==> src/rtl/mc_control_fsm_pkg.sv <==
`default_nettype none
// ============================================================================
// Package     : mc_ctrl_pkg
// Description : Shared definitions for the multi-cycle MIPS control FSM:
//               opcodes, state enum, mux/ALU encodings, trap cause codes and
//               the Moore decode of the registered control word.
// Revision    : 1.0 - second-generation controller
// ============================================================================
package mc_ctrl_pkg;

    localparam logic [5:0] c_op_rtype = 6'b000000;
    localparam logic [5:0] c_op_j     = 6'b000010;
    localparam logic [5:0] c_op_jal   = 6'b000011;
    localparam logic [5:0] c_op_beq   = 6'b000100;
    localparam logic [5:0] c_op_addi  = 6'b001000;
    localparam logic [5:0] c_op_andi  = 6'b001100;
    localparam logic [5:0] c_op_ori   = 6'b001101;
    localparam logic [5:0] c_op_lw    = 6'b100011;
    localparam logic [5:0] c_op_sw    = 6'b101011;

    typedef enum logic [3:0] {
        S_FETCH     = 4'd0,
        S_DECODE    = 4'd1,
        S_MEM_ADDR  = 4'd2,
        S_MEM_READ  = 4'd3,
        S_MEM_WB    = 4'd4,
        S_MEM_WRITE = 4'd5,
        S_EXECUTE   = 4'd6,
        S_ALU_WB    = 4'd7,
        S_BRANCH    = 4'd8,
        S_JUMP      = 4'd9,
        S_IMM_EX    = 4'd10,
        S_IMM_WB    = 4'd11,
        S_JAL_LINK  = 4'd12,
        S_TRAP      = 4'd13
    } state_t;

    localparam logic [1:0] c_regdst_rt  = 2'b00;
    localparam logic [1:0] c_regdst_rd  = 2'b01;
    localparam logic [1:0] c_regdst_ra  = 2'b10;
    localparam logic [1:0] c_wb_alu     = 2'b00;
    localparam logic [1:0] c_wb_mdr     = 2'b01;
    localparam logic [1:0] c_wb_pc      = 2'b10;
    localparam logic [1:0] c_pcsrc_seq  = 2'b00;
    localparam logic [1:0] c_pcsrc_br   = 2'b01;
    localparam logic [1:0] c_pcsrc_jmp  = 2'b10;
    localparam logic [1:0] c_aluop_add  = 2'b00;
    localparam logic [1:0] c_aluop_sub  = 2'b01;
    localparam logic [1:0] c_aluop_fn   = 2'b10;
    localparam logic [1:0] c_aluop_imm  = 2'b11;
    localparam logic [1:0] c_cause_none = 2'b00;
    localparam logic [1:0] c_cause_ill  = 2'b01;
    localparam logic [1:0] c_cause_bus  = 2'b10;

    typedef struct packed {
        logic       pc_write;
        logic       pc_write_control;
        logic       iord;
        logic       mem_read;
        logic       mem_write;
        logic       reg_write;
        logic       alu_sel_a;
        logic       target_write;
        logic       cause_write;
        logic [1:0] reg_dst;
        logic [1:0] wb_sel;
        logic [1:0] alu_sel_b;
        logic [1:0] pc_src;
        logic [1:0] alu_op;
    } ctrl_t;

    // Moore control word for a state. opc only matters in IMM_EX, where the
    // instruction register is already stable.
    function automatic ctrl_t ctrl_decode(state_t s, logic [5:0] opc, logic [1:0] trap_sel);
        ctrl_t c;
        c = '0;
        case (s)
            S_FETCH:     begin c.mem_read = 1'b1; c.alu_sel_b = 2'b01; end
            S_DECODE:    begin c.alu_sel_b = 2'b11; c.target_write = 1'b1; end
            S_MEM_ADDR:  begin c.alu_sel_a = 1'b1; c.alu_sel_b = 2'b10; end
            S_MEM_READ:  begin c.mem_read = 1'b1; c.iord = 1'b1; end
            S_MEM_WB:    begin c.reg_write = 1'b1; c.wb_sel = c_wb_mdr; end
            S_MEM_WRITE: begin c.mem_write = 1'b1; c.iord = 1'b1; end
            S_EXECUTE:   begin c.alu_sel_a = 1'b1; c.alu_op = c_aluop_fn; end
            S_ALU_WB:    begin c.reg_write = 1'b1; c.reg_dst = c_regdst_rd; end
            S_BRANCH: begin
                c.alu_sel_a        = 1'b1;
                c.alu_op           = c_aluop_sub;
                c.pc_write_control = 1'b1;
                c.pc_src           = c_pcsrc_br;
            end
            S_JUMP:      begin c.pc_write = 1'b1; c.pc_src = c_pcsrc_jmp; end
            S_IMM_EX: begin
                c.alu_sel_a = 1'b1;
                c.alu_sel_b = 2'b10;
                c.alu_op    = (opc == c_op_andi || opc == c_op_ori) ? c_aluop_imm : c_aluop_add;
            end
            S_IMM_WB:    c.reg_write = 1'b1;
            S_JAL_LINK: begin
                c.reg_write = 1'b1;
                c.reg_dst   = c_regdst_ra;
                c.wb_sel    = c_wb_pc;
                c.pc_write  = 1'b1;
                c.pc_src    = c_pcsrc_jmp;
            end
            S_TRAP: begin
                c.pc_write    = 1'b1;
                c.pc_src      = trap_sel;
                c.cause_write = 1'b1;
            end
            default: c = '0;
        endcase
        return c;
    endfunction

endpackage
`default_nettype wire

==> src/rtl/mc_control_fsm_if.sv <==
`default_nettype none
// ============================================================================
// Interface   : mc_control_fsm_if
// Description : Controller <-> datapath bundle. master = controller (drives
//               enables/selects, cause, debug state), slave = datapath/memory
//               (drives opc, Zero, mem_ready).
// Revision    : 1.0 - second-generation controller
// ============================================================================
interface mc_control_fsm_if;
    logic [5:0] opc;
    logic       Zero;
    logic       mem_ready;
    logic       PCWrite, PCWriteControl, IorD, MemRead, MemWrite;
    logic       IRWrite, RegWrite, ALUSelA, TargetWrite, CauseWrite;
    logic [1:0] RegDst, WbSel, ALUSelB, PCSrc, ALUOp, cause;
    logic [3:0] state_o;

    modport master (
        input  opc, Zero, mem_ready,
        output PCWrite, PCWriteControl, IorD, MemRead, MemWrite,
        output IRWrite, RegWrite, ALUSelA, TargetWrite, CauseWrite,
        output RegDst, WbSel, ALUSelB, PCSrc, ALUOp, cause, state_o
    );

    modport slave (
        output opc, Zero, mem_ready,
        input  PCWrite, PCWriteControl, IorD, MemRead, MemWrite,
        input  IRWrite, RegWrite, ALUSelA, TargetWrite, CauseWrite,
        input  RegDst, WbSel, ALUSelB, PCSrc, ALUOp, cause, state_o
    );
endinterface
`default_nettype wire

==> src/rtl/mc_control_fsm_mem_wait_timer.sv <==
`default_nettype none
// ============================================================================
// Module      : mem_wait_timer
// Description : Saturating count of consecutive not-ready cycles of a memory
//               access. timeout pulses in the last permitted wait cycle.
// Ports       : clk, reset (sync, active-high), waiting (FSM is in a memory
//               state), mem_ready, timeout (combinational pulse)
// Revision    : 1.0 - second-generation controller
// ============================================================================
module mem_wait_timer #(
    parameter int MEM_TIMEOUT = 16
) (
    input  wire logic clk,
    input  wire logic reset,
    input  wire logic waiting,
    input  wire logic mem_ready,
    output logic      timeout
);
    localparam int              c_W   = (MEM_TIMEOUT > 0) ? $clog2(MEM_TIMEOUT + 1) : 1;
    localparam logic [c_W-1:0] c_SAT = c_W'((MEM_TIMEOUT > 0) ? MEM_TIMEOUT : 1);

    logic [c_W-1:0] r_count;

    generate
        if (MEM_TIMEOUT > 0) begin : g_timeout
            assign timeout = waiting & ~mem_ready & (r_count == c_W'(MEM_TIMEOUT - 1));
        end else begin : g_no_timeout
            assign timeout = 1'b0;
        end
    endgenerate

    // Any way out of the wait (ready, timeout, leaving the memory state)
    // restarts the count for the next access.
    always_ff @(posedge clk) begin
        if (reset || !waiting || mem_ready || timeout) begin
            r_count <= '0;
        end else if (r_count != c_SAT) begin
            r_count <= r_count + 1'b1;
        end
    end
endmodule
`default_nettype wire

==> src/rtl/mc_control_fsm.sv <==
`default_nettype none
// ============================================================================
// Module      : mc_control_fsm
// Description : Multi-cycle MIPS control FSM with variable-latency memory
//               handshake, bus-error timeout and precise trap path.
// Ports       : clk, reset (sync, active-high), bus (mc_control_fsm_if.master:
//               opc/Zero/mem_ready in; datapath enables, selects, cause and
//               state_o out)
// Revision    : 1.0 - second-generation controller
// ============================================================================
module mc_control_fsm
    import mc_ctrl_pkg::*;
#(
    parameter bit         ENABLE_JAL       = 1'b1,
    parameter bit         ENABLE_IMM_LOGIC = 1'b1,
    parameter int         MEM_TIMEOUT      = 16,
    parameter logic [1:0] TRAP_VECTOR_SEL  = 2'b11
) (
    input  wire logic         clk,
    input  wire logic         reset,
    mc_control_fsm_if.master  bus
);
    state_t     r_state;
    state_t     w_next;
    ctrl_t      r_ctrl;
    logic [1:0] r_cause;
    logic [1:0] w_trap_cause;
    logic       w_waiting;
    logic       w_timeout;
    logic       w_in_fetch;
    logic       w_unused_zero;

    // Zero is consumed by the datapath's PCWriteControl gating, not here.
    assign w_unused_zero = bus.Zero;

    assign w_in_fetch = (r_state == S_FETCH);
    assign w_waiting  = w_in_fetch || (r_state == S_MEM_READ) || (r_state == S_MEM_WRITE);

    mem_wait_timer #(.MEM_TIMEOUT(MEM_TIMEOUT)) u_timer (
        .clk       (clk),
        .reset     (reset),
        .waiting   (w_waiting),
        .mem_ready (bus.mem_ready),
        .timeout   (w_timeout)
    );

    always_comb begin
        w_next       = r_state;
        w_trap_cause = c_cause_ill;
        case (r_state)
            S_FETCH: begin
                if (bus.mem_ready)  w_next = S_DECODE;
                else if (w_timeout) begin w_next = S_TRAP; w_trap_cause = c_cause_bus; end
            end
            S_DECODE: begin
                case (bus.opc)
                    c_op_lw, c_op_sw:     w_next = S_MEM_ADDR;
                    c_op_rtype:           w_next = S_EXECUTE;
                    c_op_beq:             w_next = S_BRANCH;
                    c_op_addi:            w_next = S_IMM_EX;
                    c_op_andi, c_op_ori:  w_next = ENABLE_IMM_LOGIC ? S_IMM_EX : S_TRAP;
                    c_op_j:               w_next = S_JUMP;
                    c_op_jal:             w_next = ENABLE_JAL ? S_JAL_LINK : S_TRAP;
                    default:              w_next = S_TRAP;
                endcase
            end
            S_MEM_ADDR: w_next = (bus.opc == c_op_lw) ? S_MEM_READ : S_MEM_WRITE;
            S_MEM_READ: begin
                if (bus.mem_ready)  w_next = S_MEM_WB;
                else if (w_timeout) begin w_next = S_TRAP; w_trap_cause = c_cause_bus; end
            end
            S_MEM_WRITE: begin
                if (bus.mem_ready)  w_next = S_FETCH;
                else if (w_timeout) begin w_next = S_TRAP; w_trap_cause = c_cause_bus; end
            end
            S_EXECUTE: w_next = S_ALU_WB;
            S_IMM_EX:  w_next = S_IMM_WB;
            default:   w_next = S_FETCH;
        endcase
    end

    // The control word is decoded from the next state so every Moore output
    // comes straight from a flop.
    always_ff @(posedge clk) begin
        if (reset) begin
            r_state <= S_FETCH;
            r_ctrl  <= ctrl_decode(S_FETCH, bus.opc, TRAP_VECTOR_SEL);
            r_cause <= c_cause_none;
        end else begin
            r_state <= w_next;
            r_ctrl  <= ctrl_decode(w_next, bus.opc, TRAP_VECTOR_SEL);
            if (w_next == S_TRAP && r_state != S_TRAP) begin
                r_cause <= w_trap_cause;
            end
        end
    end

    // Instruction fetch commits (IR load and PC+4) only in the ready cycle.
    assign bus.IRWrite        = w_in_fetch & bus.mem_ready;
    assign bus.PCWrite        = r_ctrl.pc_write | (w_in_fetch & bus.mem_ready);
    assign bus.PCWriteControl = r_ctrl.pc_write_control;
    assign bus.IorD           = r_ctrl.iord;
    assign bus.MemRead        = r_ctrl.mem_read;
    assign bus.MemWrite       = r_ctrl.mem_write;
    assign bus.RegWrite       = r_ctrl.reg_write;
    assign bus.ALUSelA        = r_ctrl.alu_sel_a;
    assign bus.TargetWrite    = r_ctrl.target_write;
    assign bus.CauseWrite     = r_ctrl.cause_write;
    assign bus.RegDst         = r_ctrl.reg_dst;
    assign bus.WbSel          = r_ctrl.wb_sel;
    assign bus.ALUSelB        = r_ctrl.alu_sel_b;
    assign bus.PCSrc          = r_ctrl.pc_src;
    assign bus.ALUOp          = r_ctrl.alu_op;
    assign bus.cause          = r_cause;
    assign bus.state_o        = r_state;
endmodule
`default_nettype wire

==> src/flat_wrapper.sv <==
// flat-port wrapper written by rule: the top's interface ports become plain ports
module mc_control_fsm_flat import mc_ctrl_pkg::*;
#(
    parameter bit         ENABLE_JAL       = 1'b1,
    parameter bit         ENABLE_IMM_LOGIC = 1'b1,
    parameter int         MEM_TIMEOUT      = 16,
    parameter logic [1:0] TRAP_VECTOR_SEL  = 2'b11
)
  (clk, reset, bus_opc, bus_Zero, bus_mem_ready, bus_PCWrite, bus_PCWriteControl, bus_IorD, bus_MemRead, bus_MemWrite, bus_IRWrite, bus_RegWrite, bus_ALUSelA, bus_TargetWrite, bus_CauseWrite, bus_RegDst, bus_WbSel, bus_ALUSelB, bus_PCSrc, bus_ALUOp, bus_cause, bus_state_o);
  mc_control_fsm_if bus_i ();
  input  wire logic clk;
  input  wire logic reset;
  input wire logic [$bits(bus_i.opc)-1:0] bus_opc;
  input wire logic [$bits(bus_i.Zero)-1:0] bus_Zero;
  input wire logic [$bits(bus_i.mem_ready)-1:0] bus_mem_ready;
  output wire logic [$bits(bus_i.PCWrite)-1:0] bus_PCWrite;
  output wire logic [$bits(bus_i.PCWriteControl)-1:0] bus_PCWriteControl;
  output wire logic [$bits(bus_i.IorD)-1:0] bus_IorD;
  output wire logic [$bits(bus_i.MemRead)-1:0] bus_MemRead;
  output wire logic [$bits(bus_i.MemWrite)-1:0] bus_MemWrite;
  output wire logic [$bits(bus_i.IRWrite)-1:0] bus_IRWrite;
  output wire logic [$bits(bus_i.RegWrite)-1:0] bus_RegWrite;
  output wire logic [$bits(bus_i.ALUSelA)-1:0] bus_ALUSelA;
  output wire logic [$bits(bus_i.TargetWrite)-1:0] bus_TargetWrite;
  output wire logic [$bits(bus_i.CauseWrite)-1:0] bus_CauseWrite;
  output wire logic [$bits(bus_i.RegDst)-1:0] bus_RegDst;
  output wire logic [$bits(bus_i.WbSel)-1:0] bus_WbSel;
  output wire logic [$bits(bus_i.ALUSelB)-1:0] bus_ALUSelB;
  output wire logic [$bits(bus_i.PCSrc)-1:0] bus_PCSrc;
  output wire logic [$bits(bus_i.ALUOp)-1:0] bus_ALUOp;
  output wire logic [$bits(bus_i.cause)-1:0] bus_cause;
  output wire logic [$bits(bus_i.state_o)-1:0] bus_state_o;
  assign bus_i.opc = bus_opc;
  assign bus_i.Zero = bus_Zero;
  assign bus_i.mem_ready = bus_mem_ready;
  assign bus_PCWrite = bus_i.PCWrite;
  assign bus_PCWriteControl = bus_i.PCWriteControl;
  assign bus_IorD = bus_i.IorD;
  assign bus_MemRead = bus_i.MemRead;
  assign bus_MemWrite = bus_i.MemWrite;
  assign bus_IRWrite = bus_i.IRWrite;
  assign bus_RegWrite = bus_i.RegWrite;
  assign bus_ALUSelA = bus_i.ALUSelA;
  assign bus_TargetWrite = bus_i.TargetWrite;
  assign bus_CauseWrite = bus_i.CauseWrite;
  assign bus_RegDst = bus_i.RegDst;
  assign bus_WbSel = bus_i.WbSel;
  assign bus_ALUSelB = bus_i.ALUSelB;
  assign bus_PCSrc = bus_i.PCSrc;
  assign bus_ALUOp = bus_i.ALUOp;
  assign bus_cause = bus_i.cause;
  assign bus_state_o = bus_i.state_o;
  mc_control_fsm #(.ENABLE_JAL(ENABLE_JAL), .ENABLE_IMM_LOGIC(ENABLE_IMM_LOGIC), .MEM_TIMEOUT(MEM_TIMEOUT), .TRAP_VECTOR_SEL(TRAP_VECTOR_SEL)) u_core (.clk(clk), .reset(reset), .bus(bus_i));
endmodule
==> config.mk <==
export PLATFORM = sky130hd
export DESIGN_NAME = mc_control_fsm_flat
export DESIGN_NICKNAME = d
export VERILOG_FILES = /design/src/rtl/mc_control_fsm_pkg.sv /design/src/rtl/mc_control_fsm_if.sv /design/src/rtl/mc_control_fsm_mem_wait_timer.sv /design/src/rtl/mc_control_fsm.sv /design/src/flat_wrapper.sv
export SDC_FILE = /design/constraint.sdc
export NUM_CORES = 1
export LEC_CHECK = 0
export CAP_MARGIN = 20
export CORE_MARGIN = 2
export CORE_UTILIZATION = 44
export CTS_CLUSTER_SIZE = 24
export DETAILED_ROUTE_END_ITERATION = 8
export PLACE_DENSITY = 0.87
export SYNTH_ARGS = -nofsm -noshare
export SYNTH_HDL_FRONTEND = slang
export SYNTH_SLANG_ARGS = --single-unit
==> constraint.sdc <==
create_clock -name clk -period 2.2 [get_ports clk]
set_input_delay 0.22 -clock clk [delete_from_list [all_inputs] [get_ports clk]]
set_output_delay 0.22 -clock clk [all_outputs]
set_load 0.02 [all_outputs]
==> summary.txt, run 1 <==
Job
  • Max-cap violations: 0

Layout
  • Commonest non-fill, non-tap cell in the layout: buf_4
  • # diodes: 0
  • Final layout net count: 244
  • Register area: 565.5 um2
  • Area occupied by multi-input gates: 974.7 um2
  • Area growth syn-to-layout: 60.43%
  • Layout cell share with drive strength beyond 1: 35.65%
  • Fin area: 2338 um2
  • Most frequent cells in the layout: buf_4, clkdlybuf4s50_1, dfxtp_1
  • # fillers: 207

STA
  • Maximum clock rate: 0.4146 GHz
  • Worst Skew: 0.01518 ns
  • Least-Margin Pin Slew: 0.9497 ns
  • Crit share post-route: 109.6%
  • Final WS setup: -0.2119 ns
  • Final setup fails: 18
  • Pins Over Slew Limit: 0
  • RSZ-0062 raised after global routing: yes
  • Rel. slew slack: 35.79%
  • Crit path time final: 2.412 ns
  • Hold Fails Final Rpt: 0

Floorplanning
  • Rows: 20
  • Die area: 3789 um2
  • Initial core utilization: 46.98%
  • Die Wd: 61.56 um
  • IO Count: 36
  • Die Span Y: 61.56 um
  • Core ar.: 3103 um2

Route
  • # DRC: 0
  • Drt first pass iters: 5
  • Avg WL per Cell: 19.02 um
  • Via count: 1627
  • Overall routed net length: 5212 um
  • Vias per cell: 5.938
  • Antenna Nets Post-Route: 0
  • Iter 0 DRT Violations: 135

Worst setup path
  • Critical Path RT: 2.46 ns
  • Arrival @ worst endpoint: 2.67 ns
  • Startpoint types: register
  • Crit Path Max Fanout: 8
  • CP endpoint kind: register
  • Crit path kind: reg2reg

Placement
  • Post-Place Worst Slack: -0.2474 ns
  • Placer Congestion: 0.8476
  • PortBufs: 34
  • Post-DP HPWL: 2670 um
  • Dpl cell area: 2042 um2

Yosys
  • Post-synthesis cell type count: 50
  • Synthesized area: 1458 um2
  • Flops & latches, synth: 28
  • Post-synth top flop: dfxtp_1
  • Syn Inst Count: 163
  • Seq/Total Area, Yosys: 38.45%
  • Avg Cell Area, Syn: 8.943 um2
  • Number of synthesized flops with an enable pin: 0
  • Synth Net Count: 176
  • Yosys warns: 0
  • Asr flop ratio synth: 0%

Power
  • Maximum vdd drop: 0.3527 mV
  • Final Power: 1524 uW
  • P_leak: 0.0009292 uW
  • Pwr/cell area: 651.9 nW/um2

Clock network
  • Number of buffers created by CTS: 3
  • Worst-path clk slew: 0.16 ns
  • H-tree depth: 1
  • CTS tree: built
  • Clock Latency Late Sink: 0.34 ns
  • Clock Sinks: 28
  • Clock Tree Buf Depth: 2
  • Root Buffer: clkbuf_4

Hold path
  • Hold crit path type: reg2reg

Global route
  • Gr usage total: 24.64%
  • First-pass GRT wire length: 6789 um
  • Largest net degree at the start of global routing: 19
  • Vias in the first global route: 1433
  • Grt ovf: 0
  • Initial antenna violation count: 0

Status
  • Outcome: complete, but fails checks
  • Failing checks: setup timing
routing by layer:
| layer | global-route usage [%] | part of all wire, % |
|---|---|---|
| met2 | 38.95 | 49 |
| met3 | 3.571 | 7.5 |
| met4 | 10.94 | 4.8 |
| met1 | 33.33 | 39 |
| met5 | 0 | 0 |
critical path, cell delays in order, from the launching register on:
cell	delay, ns
dfxtp_2	0.37
ha_4	0.16
and3_4	0.18
ha_4	0.16
nand2b_4	0.07
maj3_2	0.22
nor3b_4	0.06
o31ai_4	0.52
buf_4	0.23
nor2b_4	0.17
a21boi_1	0.18
worst paths after layout:
kind / startpoint / endpoint / slack [ns] / cells after the start
worst max register to register: u_core.u_timer.r_count[1]$_SDFFE_PP0P_ / u_core.bus.IorD$_SDFF_PP0_ / -0.21 / 10
worst min-delay path: u_core.bus.cause[1]$_SDFFE_PP0P_ / u_core.bus.cause[1]$_SDFFE_PP0P_ / 0.49 / 2
worst min register to register: u_core.bus.cause[1]$_SDFFE_PP0P_ / u_core.bus.cause[1]$_SDFFE_PP0P_ / 0.49 / 2
worst max-delay path: u_core.u_timer.r_count[1]$_SDFFE_PP0P_ / u_core.bus.IorD$_SDFF_PP0_ / -0.21 / 10
area by class of cell:
type	count	share of cell area [%]
clock buffers	3	0.9631
clock inverters	1	1.284
inverters	9	1.445
multi-input cells	115	41.68
flip-flops and latches	28	24.18
well taps	44	2.354
repair buffers	74	28.09
flip-flops by register name, summed over array words and instances (netlist names), 2 cells and up:
signal	flops
u_core.u_timer.r_count	5
u_core.bus.PCSrc	2
u_core.bus.cause	2
u_core.bus.state_o	4
u_core.bus.ALUOp	2
u_core.bus.RegDst	2
u_core.bus.ALUSelB	2
synth_stat cells, drive strengths merged (4+ instances only):
cell type  count  area share, %
inv            9            2.3
nor3           6            2.1
nand3          4            1.4
nand2b         4            1.7
nand2         11            2.8
nor2          14            4.1
or2            5            2.1
nor4           5            2.1
dfxtp         28             38
a21oi          9            3.1
buf            8            4.6
and3           5            2.1
kinds of logic (layout without fill, tap and decap cells):
logic type	after synthesis	after routing	share of synthesized area [%]
buffers and inverters	20	87	7.725
AND/OR/NAND/NOR	69	69	26.35
XOR/XNOR	6	6	3.606
adder cells (fa/ha/maj)	4	4	3.348
multiplexers	1	1	0.6867
AO/OA/AOI/OAI	35	35	19.83
flip-flops	28	28	38.46
report_power, final:
group	switching (uW)	internal, uW	total, uW
sequential	30.9	546	577
clock	153	184	338
combinational	321	289	610
total	505	1020	1520
through the flow:
step / instances / TNS, ns / utilization [%] / hold slack, ns
2_1_floorplan: 163 / 0 / - / 0.4281
3_3_place_gp: 265 / -2.200 / 65.81 / 0.4608
3_5_place_dp: 265 / -3.092 / 65.81 / 0.4612
4_1_cts: 272 / -0.1297 / 71.29 / 0.4858
5_1_grt: 274 / -3.006 / 75.36 / 0.5076
6_report: 274 / -1.988 / 75.36 / 0.4884
what timing repair did:
item	CTS	global route
endpoints found under the setup margin	23	21
pin swaps	8	13
hold buffers	0	0
resized for setup	24	19
buffers inserted	3	2
Note: power is estimated with default switching activity, not from simulation.
==> inputs of run 2 (changes only) <==
Settings changed: MAX_ROUTING_LAYER set to met4.
==> summary.txt, run 2 (synthesized netlist as in run 1, its figures left out) <==
Clock network
  • Clock Tree Buf Depth: 2 (unchanged)
  • Clock Latency Late Sink: 0.33 ns (about the same)
  • CTS tree: built
  • Worst-path clk slew: 0.15 ns (about the same)
  • Number of buffers created by CTS: 3 (unchanged)
  • Clock Sinks: 28 (unchanged)
  • Hold bufs inserted after CTS: 0 (unchanged)
  • H-tree depth: 1 (unchanged)
  • Root Buffer: clkbuf_4

Job
  • Max-cap violations: 0 (unchanged)

STA
  • Worst Skew: 0.009029 ns (-0.006152 ns)
  • RSZ-0062 raised after global routing: yes
  • Crit share post-route: 109.3% (-0.29 points)
  • Rel. slew slack: 36.24% (+0.45 points)
  • Least-Margin Pin Slew: 0.9431 ns (-0.006630 ns)
  • Final WS setup: -0.2054 ns (+0.006473 ns)
  • Pins Over Slew Limit: 0 (unchanged)
  • WHS: 0.4896 ns (+0.001147 ns)
  • Hold Fails Final Rpt: 0 (unchanged)
  • Final setup fails: 19 (+1)
  • Crit path time final: 2.405 ns (-0.006473 ns)
  • Setup TNS: -1.904 ns (+0.08344 ns)
  • Maximum clock rate: 0.4157 GHz (+0.27%)

Worst setup path
  • Critical path's most frequent cell: ha_4
  • Slowest stage cell, crit path: o31ai_4
  • Arrival @ worst endpoint: 2.67 ns (about the same)
  • RR Startpoint: u_core.u_timer.r_count[0]$_SDFFE_PP0P_
  • Crit Path Max Fanout: 8 (unchanged)
  • Crit path from: u_core.u_timer.r_count[0]$_SDFFE_PP0P_
  • Crit-path cells: ha_4 -> and3_4 -> ha_4 -> nand2b_4 -> maj3_2 -> nor3b_4 -> o31ai_4 -> buf_4 -> nor2b_4 -> a21boi_1
  • Crit path kind: reg2reg
  • Critical Path RT: 2.46 ns (about the same)
  • Startpoint types: register
  • CP endpoint kind: register
  • Critical Path Max Stage Delay: 0.53 ns (about the same)

Layout
  • Post-Layout Cell Count: 274 (unchanged)
  • # diodes: 0 (unchanged)
  • Reg with most FFs: u_core.u_timer.r_count
  • # fillers: 207 (unchanged)
  • Commonest non-fill, non-tap cell in the layout: buf_4
  • Max FFs per register: 5 (unchanged)
  • Most frequent cells in the layout: buf_4, clkdlybuf4s50_1, dfxtp_1
  • Final layout net count: 244 (unchanged)
  • Area growth syn-to-layout: 60.43% (unchanged)
  • Layout cell share with drive strength beyond 1: 35.65% (unchanged)
  • Area occupied by multi-input gates: 974.7 um2 (unchanged)
  • Register area: 565.5 um2 (unchanged)

Floorplanning
  • Initial core utilization: 46.98% (unchanged)
  • Core ar.: 3103 um2 (unchanged)
  • Die Wd: 61.56 um (unchanged)
  • Rows: 20 (unchanged)
  • Die Span Y: 61.56 um (unchanged)
  • IO Count: 36 (unchanged)
  • Die area: 3789 um2 (unchanged)

Global route
  • First-pass GRT wire length: 6803 um (+0.21%)
  • Vias in the first global route: 1426 (-0.49%)
  • Largest net degree at the start of global routing: 19 (unchanged)
  • Initial antenna violation count: 0 (unchanged)
  • GRT met1 Usage: 33.72% (+0.39 points)
  • Grt ovf: 0 (unchanged)
  • Global routing usage on met2: 38.80% (-0.15 points)
  • Gr usage total: 25.50% (+0.86 points)
  • Met3 GRT Util: 3.571% (unchanged)
  • Gr busiest metal: met2

Status
  • Outcome: complete, but fails checks
  • Failing checks: setup timing

Power
  • Maximum vdd drop: 0.3523 mV (-0.11%)
  • Pwr/cell area: 650.3 nW/um2 (-0.25%)
  • Final Power: 1521 uW (-0.25%)
  • P_leak: 0.0009292 uW (unchanged)

Placement
  • Placer Congestion: 0.8609 (+1.6%)
  • Post-DP HPWL: 2670 um (unchanged)
  • PortBufs: 34 (unchanged)
  • Cells after DPL: 265 (unchanged)
  • Post-Place Worst Slack: -0.2474 ns (unchanged)

Route
  • Iter 0 DRT Violations: 159 (+18%)
  • Via count: 1602 (-1.5%)
  • Avg WL per Cell: 18.97 um (-0.25%)
  • Vias per cell: 5.847 (-1.5%)
  • # DRC: 0 (unchanged)
  • Drt first pass iters: 4 (-1)
  • Overall routed net length: 5199 um (-0.25%)
  • Antenna Nets Post-Route: 0 (unchanged)

Hold path
  • Hold Crit Start: u_core.bus.cause[1]$_SDFFE_PP0P_
  • Hold crit path type: reg2reg
-- run 2: worst max-delay path: cells and delay by family (launching register included) --
family	cells	cell delay, ns
compound gates	2	0.71
fa+ha+maj	3	0.54
simple gates	4	0.48
flops	1	0.37
buf+inv	1	0.23
-- run 2: area by class of cell --
| type | instances | area share, % |
|---|---|---|
| multi-input combinational | 115 | 41.68 |
| timing repair buffer | 74 | 28.09 |
| sequential | 28 | 24.18 |
| tap | 44 | 2.354 |
| inverter | 9 | 1.445 |
| clock inverter | 1 | 1.284 |
| clock buffer | 3 | 0.9631 |
-- run 2: timing repair --
item                                   in CTS  in global routing
endpoints found under the hold margin       0                  0
setup buffers                               3                  2
setup endpoints to repair                  23                 21
gates resized for setup                    24                 19
pin swaps                                   8                 13
cloned                                      0                  0
-- run 2: layer usage --
metal | wire length (um) | vias to the layer above
met3 | 336 | 24
met4 | 196 | 0
met2 | 2575 | 90
li1 | - | 732
met1 | 2091 | 756
met5 | 0 | -
-- run 2: metrics by stage --
| step | area, um2 | util (%) |
|---|---|---|
| 6_report | 2338 | 75.36 |
| 3_3_place_gp | 2042 | 65.81 |
| 2_1_floorplan | 1465 | - |
| 4_1_cts | 2212 | 71.29 |
| 3_5_place_dp | 2042 | 65.81 |
| 5_1_grt | 2338 | 75.36 |
-- run 2: path summary, 6_finish.rpt --
| path | to | slack [ns] | cells past startpoint |
|---|---|---|---|
| worst max register to register | u_core.bus.IorD$_SDFF_PP0_ | -0.21 | 10 |
| worst min register to register | u_core.bus.cause[1]$_SDFFE_PP0P_ | 0.49 | 2 |
| worst max-delay path | u_core.bus.IorD$_SDFF_PP0_ | -0.21 | 10 |
| worst min-delay path | u_core.bus.cause[1]$_SDFFE_PP0P_ | 0.49 | 2 |
-- run 2: power by group --
part	internal, uW	switching [uW]	total (uW)
registers	546	30.7	576
clock network	184	151	336
logic	289	320	609
total	1020	502	1520
==> inputs of run 3 (changes only) <==
Settings changed: ABC_AREA set to 1, MAX_ROUTING_LAYER met4 to not set.
==> summary.txt, run 3 <==
Floorplanning
  • Rows: 21 (+5.0%)
  • IO Count: 36 (unchanged)
  • Die Wd: 62.15 um (+0.96%)
  • Initial core utilization: 45.30% (-1.7 points)
  • Core ar.: 3284 um2 (+5.8%)
  • Die Span Y: 62.15 um (+0.96%)
  • Die area: 3862 um2 (+1.9%)

Global route
  • Largest net degree at the start of global routing: 16 (-3)
  • Vias in the first global route: 1180 (-17%)
  • Grt ovf: 0 (unchanged)
  • Initial antenna violation count: 0 (unchanged)
  • Gr usage total: 15.56% (-9.9 points)
  • First-pass GRT wire length: 4981 um (-27%)

Route
  • Drt first pass iters: 4 (unchanged)
  • Iter 0 DRT Violations: 56 (-65%)
  • # DRC: 0 (unchanged)
  • Antenna Nets Post-Route: 0 (unchanged)
  • Vias per cell: 4.720 (-19%)
  • Avg WL per Cell: 9.896 um (-48%)
  • Overall routed net length: 2860 um (-45%)
  • Via count: 1364 (-15%)

STA
  • Rel. slew slack: 78.02% (+42 points)
  • Worst Skew: 0.01139 ns (+0.002361 ns)
  • Least-Margin Pin Slew: 0.3272 ns (-0.6159 ns)
  • Final setup fails: 0 (-19)
  • WHS: 0.4630 ns (-0.02659 ns)
  • Crit share post-route: 92.95% (-16 points)
  • RSZ-0062 raised after global routing: no
  • Setup TNS: 0 ns (+1.904 ns)
  • Pins Over Slew Limit: 0 (unchanged)
  • Crit path time final: 2.045 ns (-0.3605 ns)
  • Hold Fails Final Rpt: 0 (unchanged)
  • Maximum clock rate: 0.4890 GHz (+18%)

Worst setup path
  • Crit-path cells: nor2_2 -> nand2_2 -> inv_2 -> nand2_2 -> inv_1 -> clkdlybuf4s50_1
  • Crit path max-delay family: buffers and inverters
  • FF-to-FF setup slack: 0.25 ns (+0.46 ns)
  • Critical path's most frequent cell: nand2_2
  • Critical Path RT: 1.98 ns (-0.48 ns)
  • RR Startpoint: u_core.u_timer.r_count[0]$_SDFFE_PP0P_
  • CP endpoint kind: output pin
  • Arrival @ worst endpoint: 1.82 ns (-0.85 ns)
  • Startpoint types: register
  • Crit Path Max Fanout: 5 (-3)
  • Slowest stage cell, crit path: clkdlybuf4s50_1
  • Crit path kind: reg2out
  • Bufs and invs on worst path: 3 (+2)
  • Worst R2R End: u_core.bus.ALUOp[0]$_SDFF_PP0_
  • Critical Path Max Stage Delay: 0.60 ns (+0.07 ns)
  • R2R depth: 12 (+2)

Layout
  • # diodes: 0 (unchanged)
  • Layout cell share with drive strength beyond 1: 18.52% (-17 points)
  • Commonest non-fill, non-tap cell in the layout: nand2_1
  • Area growth syn-to-layout: 29.60%
  • # fillers: 285 (+38%)
  • Most frequent cells in the layout: nand2_1, clkdlybuf4s50_1, nor2_1
  • Final layout net count: 257 (+5.3%)
  • Reg with most FFs: u_core.u_timer.r_count
  • Max FFs per register: 5 (unchanged)
  • Fin area: 1928 um2 (-18%)

Job
  • Max-cap violations: 0 (unchanged)

Placement
  • Dpl cell area: 1882 um2 (-7.8%)
  • Placer Congestion: 0.8122 (-5.7%)
  • PortBufs: 34 (unchanged)
  • Post-DP HPWL: 2249 um (-16%)

Power
  • Maximum vdd drop: 0.3149 mV (-11%)
  • P_leak: 0.0009122 uW (-1.8%)
  • Pwr/cell area: 742.0 nW/um2 (+14%)

Yosys
  • Asr flop ratio synth: 0% (unchanged)
  • Yosys warns: 0 (unchanged)
  • Post-synthesis cell type count: 28 (-44%)
  • Top cells by count, synth: nand2_1, nor2_1, dfxtp_1
  • Synthesized area: 1488 um2 (+2.1%)
  • Number of synthesized flops with an enable pin: 0 (unchanged)
  • Post-synth top flop: dfxtp_1
  • Synth area leaders: dfxtp_1, nand2_1, nor2_1
  • Syn Inst Count: 206 (+26%)
  • Seq/Total Area, Yosys: 37.68% (-0.78 points)
  • Top cell type's share of synthesized area: 37.68% (-0.78 points)
  • Synth Net Count: 219 (+24%)
  • Count leader, synth: nand2_1
  • Avg Cell Area, Syn: 7.222 um2 (-19%)
  • Synth area leader: dfxtp_1
  • Flops & latches, synth: 28 (unchanged)

Clock network
  • CTS tree: built
  • Clock Sinks: 28 (unchanged)
  • Clock Latency Late Sink: 0.32 ns (about the same)
  • H-tree depth: 1 (unchanged)
  • Root Buffer: clkbuf_4
  • Number of buffers created by CTS: 3 (unchanged)
  • Worst-path clk slew: 0.15 ns (about the same)
  • Clock Tree Buf Depth: 2 (unchanged)

Hold path
  • Hold endpoint: u_core.bus.cause[0]$_SDFFE_PP0P_
  • Hold Crit Start: u_core.bus.cause[0]$_SDFFE_PP0P_
  • Hold path depth: 2 (unchanged)
  • Hold crit path type: reg2reg

Status
  • Outcome: complete, no violations
[run 3: cell count changes in the layout (fill, tap and decap cells not counted), moves of 5 or more]
cell     previous run  this run
nand2_1            10        40
nand3_1             4        12
nand2_2             0         9
buf_4              36         1
inv_2               0         8
o21ai_1             0         5
nor2_1             11        30
inv_1               9        27
nand4_1             0         6
[run 3: routing by layer]
metal | GRT usage, % | vias up | part of all wire (%)
li1 | - | 719 | -
met2 | 25.14 | 41 | 47
met1 | 21.09 | 600 | 47
met4 | 6.111 | 0 | 1.1
met3 | 2.174 | 4 | 4.6
met5 | 0 | - | 0
[run 3: layout make-up]
| class | instances | area [um2] | share of cell area [%] |
|---|---|---|---|
| multi-input combinational | 140 | 783.3 | 40.62 |
| inverter | 36 | 135.1 | 7.008 |
| sequential | 28 | 565.5 | 29.33 |
| clock buffer | 4 | 36.28 | 1.882 |
| timing repair buffer | 35 | 350.3 | 18.17 |
| tap | 46 | 57.56 | 2.985 |
[run 3: stage by stage]
stage               setup slack [ns]  power (uW)  std cells  utilization, %
detailed placement            0.1923        1195        285           57.30
finish                        0.1551        1431        289           58.70
global placement              0.1958        1186        285           57.30
floorplan                     0.5138       999.6        206               -
CTS                          0.03009        1443        289           58.63
global route                 0.04442        1519        289           58.70
[run 3: repair_timing]
item                                    4_1_cts  5_1_grt
setup buffers                                 0        0
gates resized for setup                       5        1
endpoints found under the setup margin        1        1
hold buffers                                  0        0
[run 3: worst max path at each step]
stage / depth (start not counted) / end / slack, ns / start
finish: 6 / bus_IRWrite / 0.16 / u_core.bus.state_o[2]$_SDFF_PP0_
global route: 6 / bus_IRWrite / 0.04 / u_core.bus.state_o[2]$_SDFF_PP0_
CTS: 7 / bus_PCWrite / 0.03 / u_core.bus.state_o[2]$_SDFF_PP0_
detailed placement: 12 / u_core.bus.ALUOp[0]$_SDFF_PP0_ / 0.19 / bus_opc[2]
global placement: 12 / u_core.bus.ALUOp[0]$_SDFF_PP0_ / 0.20 / bus_opc[2]
floorplan: 12 / u_core.bus.ALUOp[1]$_SDFF_PP0_ / 0.51 / u_core.u_timer.r_count[0]$_SDFFE_PP0P_
[run 3: worst min-delay path: stages (launching register included)]
cell	delay, ns
dfxtp_1	0.34
inv_1	0.05
a21oi_1	0.05
[run 3: report_power, final]
group / leakage (uW) / internal (uW) / switching [uW] / total (uW)
sequential: 0.000230 / 563 / 32.4 / 595
combinational: 0.000662 / 238 / 356 / 593
clock: 0.0000210 / 101 / 141 / 242
total: 0.000912 / 902 / 529 / 1430
[run 3: kinds of logic (layout without fill, tap and decap cells)]
logic type / count (synthesis) / in the layout / synth area share (%)
and+or+nand+nor: 117 / 117 / 41.55
xor gates and xnor gates: 1 / 1 / 0.5888
buffers and inverters: 38 / 75 / 9.840
AOI/OAI and AO/OA: 19 / 19 / 7.822
DFF: 28 / 28 / 37.68
adders and majority gates: 3 / 3 / 2.523
